$ cat src/rtl/btn_conditioner.sv
// Five-channel push-button conditioner: synchronise, debounce, detect presses
// and hold one pending one-hot request until the lfu consumes it.
module btn_conditioner #(
   parameter int unsigned DEBOUNCE_CYCLES = 4
) (
   input  logic clk,
   input  logic rst,
   input  logic raw1,
   input  logic raw2,
   input  logic raw3,
   input  logic raw4,
   input  logic raw5,
   input  logic timedClock,
   output logic b1,
   output logic b2,
   output logic b3,
   output logic b4,
   output logic b5,
   output logic overrun
);

   localparam int unsigned CW = $clog2(DEBOUNCE_CYCLES + 1);
   localparam logic [CW-1:0] LAST = CW'(DEBOUNCE_CYCLES - 1);

   typedef enum logic {IDLE, HELD} state_t;

   logic [4:0]    raw;
   logic [4:0]    s1_q, s2_q;
   logic [4:0]    deb_q, deb_d;
   logic [4:0]    dly_q;
   logic [4:0]    press_q, press_d;
   logic [CW-1:0] cnt_q [5];
   logic [CW-1:0] cnt_d [5];
   logic          tc_q;
   logic          consume;
   logic [4:0]    sel;
   logic          any;
   logic          multi;
   state_t        state_q, state_d;
   logic [4:0]    b_q, b_d;
   logic          ovr_q, ovr_d;

   assign raw = {raw5, raw4, raw3, raw2, raw1};

   always_ff @(posedge clk or negedge rst) begin
      if (!rst) begin
         s1_q <= '0;
         s2_q <= '0;
      end else begin
         s1_q <= raw;
         s2_q <= s1_q;
      end
   end

   // any cycle of agreement restarts the count from zero
   always_comb begin
      deb_d = deb_q;
      for (int i = 0; i < 5; i++) begin
         cnt_d[i] = '0;
         if (s2_q[i] != deb_q[i]) begin
            if (cnt_q[i] == LAST) begin
               deb_d[i] = ~deb_q[i];
            end else begin
               cnt_d[i] = cnt_q[i] + 1'b1;
            end
         end
      end
   end

   assign press_d = deb_q & ~dly_q;

   always_ff @(posedge clk or negedge rst) begin
      if (!rst) begin
         for (int i = 0; i < 5; i++) begin
            cnt_q[i] <= '0;
         end
         deb_q   <= '0;
         dly_q   <= '0;
         press_q <= '0;
         tc_q    <= 1'b0;
      end else begin
         for (int i = 0; i < 5; i++) begin
            cnt_q[i] <= cnt_d[i];
         end
         deb_q   <= deb_d;
         dly_q   <= deb_q;
         press_q <= press_d;
         tc_q    <= timedClock;
      end
   end

   assign consume = tc_q & ~timedClock;
   assign sel     = press_q & (~press_q + 5'd1);
   assign any     = |press_q;
   assign multi   = |(press_q & ~sel);

   always_ff @(posedge clk or negedge rst) begin
      if (!rst) begin
         state_q <= IDLE;
         b_q     <= '0;
         ovr_q   <= 1'b0;
      end else begin
         state_q <= state_d;
         b_q     <= b_d;
         ovr_q   <= ovr_d;
      end
   end

   always_comb begin
      state_d = state_q;
      unique case (state_q)
         IDLE: if (any) state_d = HELD;
         HELD: if (consume && !any) state_d = IDLE;
      endcase
   end

   // a press landing on the consume edge replaces the request seamlessly
   always_comb begin
      b_d   = b_q;
      ovr_d = 1'b0;
      unique case (state_q)
         IDLE: begin
            if (any) begin
               b_d   = sel;
               ovr_d = multi;
            end
         end
         HELD: begin
            if (consume) begin
               b_d   = any ? sel : 5'd0;
               ovr_d = multi;
            end else begin
               ovr_d = any;
            end
         end
      endcase
   end

   assign b1      = b_q[0];
   assign b2      = b_q[1];
   assign b3      = b_q[2];
   assign b4      = b_q[3];
   assign b5      = b_q[4];
   assign overrun = ovr_q;

endmodule

$ cat config.mk
export PLATFORM = sky130hd
export DESIGN_NAME = btn_conditioner
export DESIGN_NICKNAME = d
export VERILOG_FILES = /design/src/rtl/btn_conditioner.sv
export SDC_FILE = /design/constraint.sdc
export NUM_CORES = 1
export LEC_CHECK = 0
export BUFFER_PORTS_ARGS = -buffer_cell sky130_fd_sc_hd__buf_2
export CAP_MARGIN = 20
export CORE_MARGIN = 2
export CORE_UTILIZATION = 50
export DETAILED_ROUTE_END_ITERATION = 8
export PLACE_DENSITY_LB_ADDON = 0.08
export SYNTH_ARGS = -nofsm -noshare
export SYNTH_HDL_FRONTEND = slang
export SYNTH_SLANG_ARGS = --single-unit
$ cat constraint.sdc
create_clock -name clk -period 2.6 [get_ports clk]
set_clock_uncertainty 0.1 [all_clocks]
set_input_delay 0.39 -clock clk [delete_from_list [all_inputs] [get_ports clk]]
set_output_delay 0.39 -clock clk [all_outputs]
set_load 0.02 [all_outputs]
Yosys cells after proc, flatten, opt, wreduce, memory -nomap -nowiden
Index checks and enable logic that the tools add are counted.
W data, S select, Z words.
{"block": "op_classes", "n_addsub": 6, "n_reduce_logical": 10, "n_eq_ne": 12, "bitwise": 14, "mux": 20}
{"cell": "$mux W3", "count": 10}
{"cell": "$add A3 B1 Y3 const B", "count": 5}
{"cell": "$and A5 B5 Y5", "count": 3}
{"cell": "$eq A3 B2 Y1 const B", "count": 5}
{"cell": "$mux W5", "count": 3}
{"cell": "$not A5 Y5", "count": 3}
{"cell": "$reduce_and A2 Y1", "count": 6}
{"cell": "$pmux W5 S2", "count": 1}
{"cell": "$reduce_or A5 Y1", "count": 2}
{"cell": "$not A1 Y1", "count": 7}
{"cell": "$add A5 B1 Y5 const B", "count": 1}
{"cell": "$ne A1 B1 Y1", "count": 5}
{"cell": "$mux W1", "count": 4}
{"cell": "$ne A2 B2 Y1 const B", "count": 2}
{"cell": "$pmux W1 S2", "count": 2}
{"cell": "$and A1 B1 Y1", "count": 1}
{"cell": "$logic_and A1 B1 Y1", "count": 1}
{"cell": "$logic_not A1 Y1", "count": 1}
{"block": "totals", "ff_bits": 48, "elab_cells": 80}

Depth between registers and ports, before layout
{"block": "depth", "word_depth": 8, "depth_mapped": 4, "mapped_depth_nobuf": 4}

Worst setup path before layout
OpenSTA, ideal clock, no wires.
{"block": "synth_path", "path_kind": "reg-to-reg", "startpoint": "reg press_q[4]", "endpoint": "reg ovr_q, in the netlist overrun", "period_less_slack_ns": 1.408, "path_slack_ns": 1.192, "n_path_buf": 0, "path_stages_with_launch": 4, "arrival_ns": 1.185, "path_cell_list": "dfrtp_1 or4_1 a41oi_1 nor2_1"}
{"block": "synth_via", "elab_chain_cells": 8, "word_cells_on_any_way": 10}
{"element": "from (decl)", "line": "31", "text": "logic [4:0] press_q, press_d;"}
{"element": "from (signal assigned)", "line": "87", "text": "press_q <= press_d;"}
{"element": "$not A5 Y5", "line": "93", "text": "assign sel = press_q & (~press_q + 5'd1);"}
{"element": "$add A5 B1 Y5", "line": "93"}
{"element": "$and A5 B5 Y5", "line": "93"}
{"element": "$not A5 Y5", "line": "95", "text": "assign multi = |(press_q & ~sel);"}
{"element": "$and A5 B5 Y5", "line": "95"}
{"element": "$reduce_or A5 Y1", "line": "95"}
{"element": "$mux W1, on equally long branches", "line": "129, 123"}
{"element": "$pmux W1 S2 (*)", "line": "121", "text": "unique case (state_q)"}
{"element": "net ovr_d", "line": "41", "text": "logic ovr_q, ovr_d;"}
{"element": "to (signal assigned)", "line": "105", "text": "ovr_q <= ovr_d;"}
{"element": "to (decl)", "line": "41"}
Mark *: on every way through the listed nets, which the timed path passes. The rest lies on a longest branch.
A chain may end at the register's enable or synchronous reset.

Final worst setup path
{"block": "layout_path", "startpoint": "reg press_q[1]", "endpoint": "reg b_q[0]"}
{"block": "layout_via", "elab_chain_cells": 4, "word_cells_on_any_way": 6}
{"element": "$reduce_or A5 Y1 (*)", "line": "94", "text": "assign any = |press_q;"}
{"element": "$mux W5", "line": "130", "text": "b_d = any ? sel : 5'd0;"}
{"element": "$mux W5", "line": "129", "text": "if (consume) begin"}
{"element": "$pmux W5 S2", "line": "121"}
{"element": "to (signal assigned)", "line": "100", "text": "b_q <= '0;"}
{"element": "to (signal assigned)", "line": "104", "text": "b_q <= b_d;"}
{"element": "to (decl)", "line": "40", "text": "logic [4:0] b_q, b_d;"}
Mark *: on every way between the ends. The rest lies on a longest branch, timed or not. The select of a mux whose other input is x is not followed.

==> metrics.txt <==
outcome finished, final reports clean; largest net degree at the start of global routing 39; Tmin final 1.510 ns; WS Path Type register to register; Ports 14; Worst Max-Slew Pin Slew 0.4591 ns; Leak Pwr 0.9055 nW; setup slack, reg-to-reg 1.09 ns; area grow syn2layout 13.98%; max-slew violations 0; top post-synthesis cells by area dfrtp_1 71%, nor3b_1 4.4%, ha_1 3.7%; critical path endpoint category register; Initial DRC Count 41; MaxCap Viol Count 0; Final Setup Violations 0; clock buffer count from CTS 5; fin area 1928 µm²; Worst path slowest cell dfrtp_1; Max FO, Critical Path 6; Synth Flop Type dfrtp_1; worst path required time 2.79 ns; # fillers 287; Chip Width 62.17 µm; post-layout util 58.70%; WL/cell 12.25 µm; Yosys warning total 0; #FFs+latches synth 48; Hold Vio Cnt, Final 0; Max VDD drop 723.8 µV; Worst-path clk slew 0.13 ns; Net Sw Frac 31.52%; synth unique cells 23; Worst Setup Start Kind register; crit share post-route 58.08%; clk_lat worst skew 0.34 ns; sequential group share of total power 54.2%; Reg2Reg Depth 4; first-pass GRT wire length 4360 µm; First-pass DRT Iterations 4; Final Worst Setup Slack 1.090 ns; Seq/Total Area, Yosys 71.01%; most frequent cells after synthesis 48 x dfrtp_1, 10 x nor2b_1, 10 x nor3b_1; die height 62.17 µm; CP Data Arrival Time 1.70 ns; Highest Clock Rate 0.6622 GHz; fin nets 153; GPL Wtd Cong 0.8002; drc violations 0; RSZ-0062 raised after global routing no; Hold Crit Class input pin to register; placed wire-length estimate 1579 µm; number of antenna diodes 0; Hold Crit Start raw5; Synth Instances 116; TritonCTS clock tree yes; Site Rows 21; Pint 1.454 mW; Rel. slew slack 69.39%; Async SR Flop Fraction 100.0%; core area 3284 µm²; port buffer count 13; worst hold slack 0.04534 ns; CP Cell Sequence nor2_1, nand2_1, o31ai_1, a22o_1; Psw 669.4 µW; r2r startpoint press_q[1]; vias in the first global route 994; Final ANT Viol Nets 0; Vias 985; drt via density 5.267; Cell Area, Placed 1822 µm²; Cell Area, Synth 1692 µm²; Overflow after GRT 0; Clock Sinks 48; initial antenna violation count 0; Clock Tree Buf Depth 2; WL final 2290 µm; most common cell in the netlist dfrtp_1; die footprint 3864 µm²; Initial Utilization 51.50%; R2R Path End b_q[0]; layout cells sized above 1 19.86%; setup bufs post-CTS 0; hold path depth 1; Worst setup startpoint press_q[1]; Comb pwr share 26.4%; P per Cell Area 1101 nW/µm²; Avg Inst Size Synth 14.58 µm²; clock share of power 19.4%; pre-CTS setup slack 1.101 ns; gr usage total 14.72%; syn nets 129; H-tree depth 2; area leader, netlist dfrtp_1; CTS root buf clkbuf_4; Yosys top cell area share 71.01%; Hold EP s1_q[4]; CP max stage delay 0.46 ns; Fin Setup TNS 0 ns; EDFF count, synth 0
-- power groups by stage --
stage	registers [mW]	clock network (mW)	logic, mW
final	1.15	0.412	0.560
after global routing	1.19	0.473	0.641
after CTS	1.15	0.432	0.567
after detailed placement	1.17	0	0.564
after global placement	1.15	0	0.534
after floorplan	1.18	0	0.373
-- area by class of cell --
type / instances / area (µm²) / area share (%)
Multi-Input combinational cell: 66 / 483.0 / 25.05
Sequential cell: 48 / 1201 / 62.30
Inverter: 2 / 7.507 / 0.3894
Clock inverter: 2 / 35.03 / 1.817
Clock buffer: 6 / 41.29 / 2.141
Timing Repair Buffer: 17 / 102.6 / 5.321
Tap cell: 46 / 57.56 / 2.985
-- worst max path at each step --
stage	end	slack [ns]	cells after the start
3_5_place_dp	b_q[0]	1.10	4
3_3_place_gp	overrun	1.15	3
6_report	b_q[0]	1.09	4
4_1_cts	b_q[0]	1.08	4
5_1_grt	b_q[0]	0.88	4
2_1_floorplan	overrun	1.19	3
-- state kept, by name (all words and copies together), names as in the netlist --
signal,count
overrun,1
tc_q,1
b_q,5
dly_q,5
press_q,5
s1_q,5
cnt_q,15
deb_q,5
state_q,1
s2_q,5
-- worst max-delay path: cells and delay by family, from the launching register on --
family	cells	cell delay (ns)
flops	1	0.46
compound gates	2	0.57
simple gates	2	0.32
-- cell families after synthesis --
group | Yosys count | share of synthesized area (%)
DFF | 48 | 71.01
and+or+nand+nor | 39 | 13.39
AOI/OAI and AO/OA | 12 | 5.547
xor gates and xnor gates | 5 | 2.589
muxes | 5 | 3.328
adders and majority gates | 5 | 3.698
buffers and inverters | 2 | 0.4440
-- placed cells by master (no fill, tap or decap), types with 2 or more instances in the layout --
cell,n
nor3b_1,10
ha_1,5
nor2b_1,10
nand2_1,4
nor3_1,5
dlygate4sd3_1,3
xnor2_1,5
buf_2,13
or4_1,2
clkbuf_4,5
dfrtp_1,48
nor2_1,7
inv_1,2
a32o_1,2
mux2_2,5
-- layer usage --
metal | vias to the layer above | GRT usage [%] | part of all wire (%)
li1 | 453 | - | -
met1 | 509 | 18.13 | 44
met2 | 21 | 23.51 | 50
met3 | 2 | 5.797 | 5.0
met4 | 0 | 5.833 | 0.96
met5 | - | 0 | 0
-- per-stage QoR --
stage               total power [mW]  instances
floorplan                      1.551        116
global placement               1.687        176
detailed placement             1.734        176
CTS                            2.151        185
global route                   2.307        187
finish                         2.123        187
-- repair_timing --
action / 4_1_cts / 5_1_grt
hold endpoints to repair: 10 / 2
resized for setup: 0 / 0
hold buffers: 1 / 2
No activity file was read; power rests on OpenSTA's default activity.
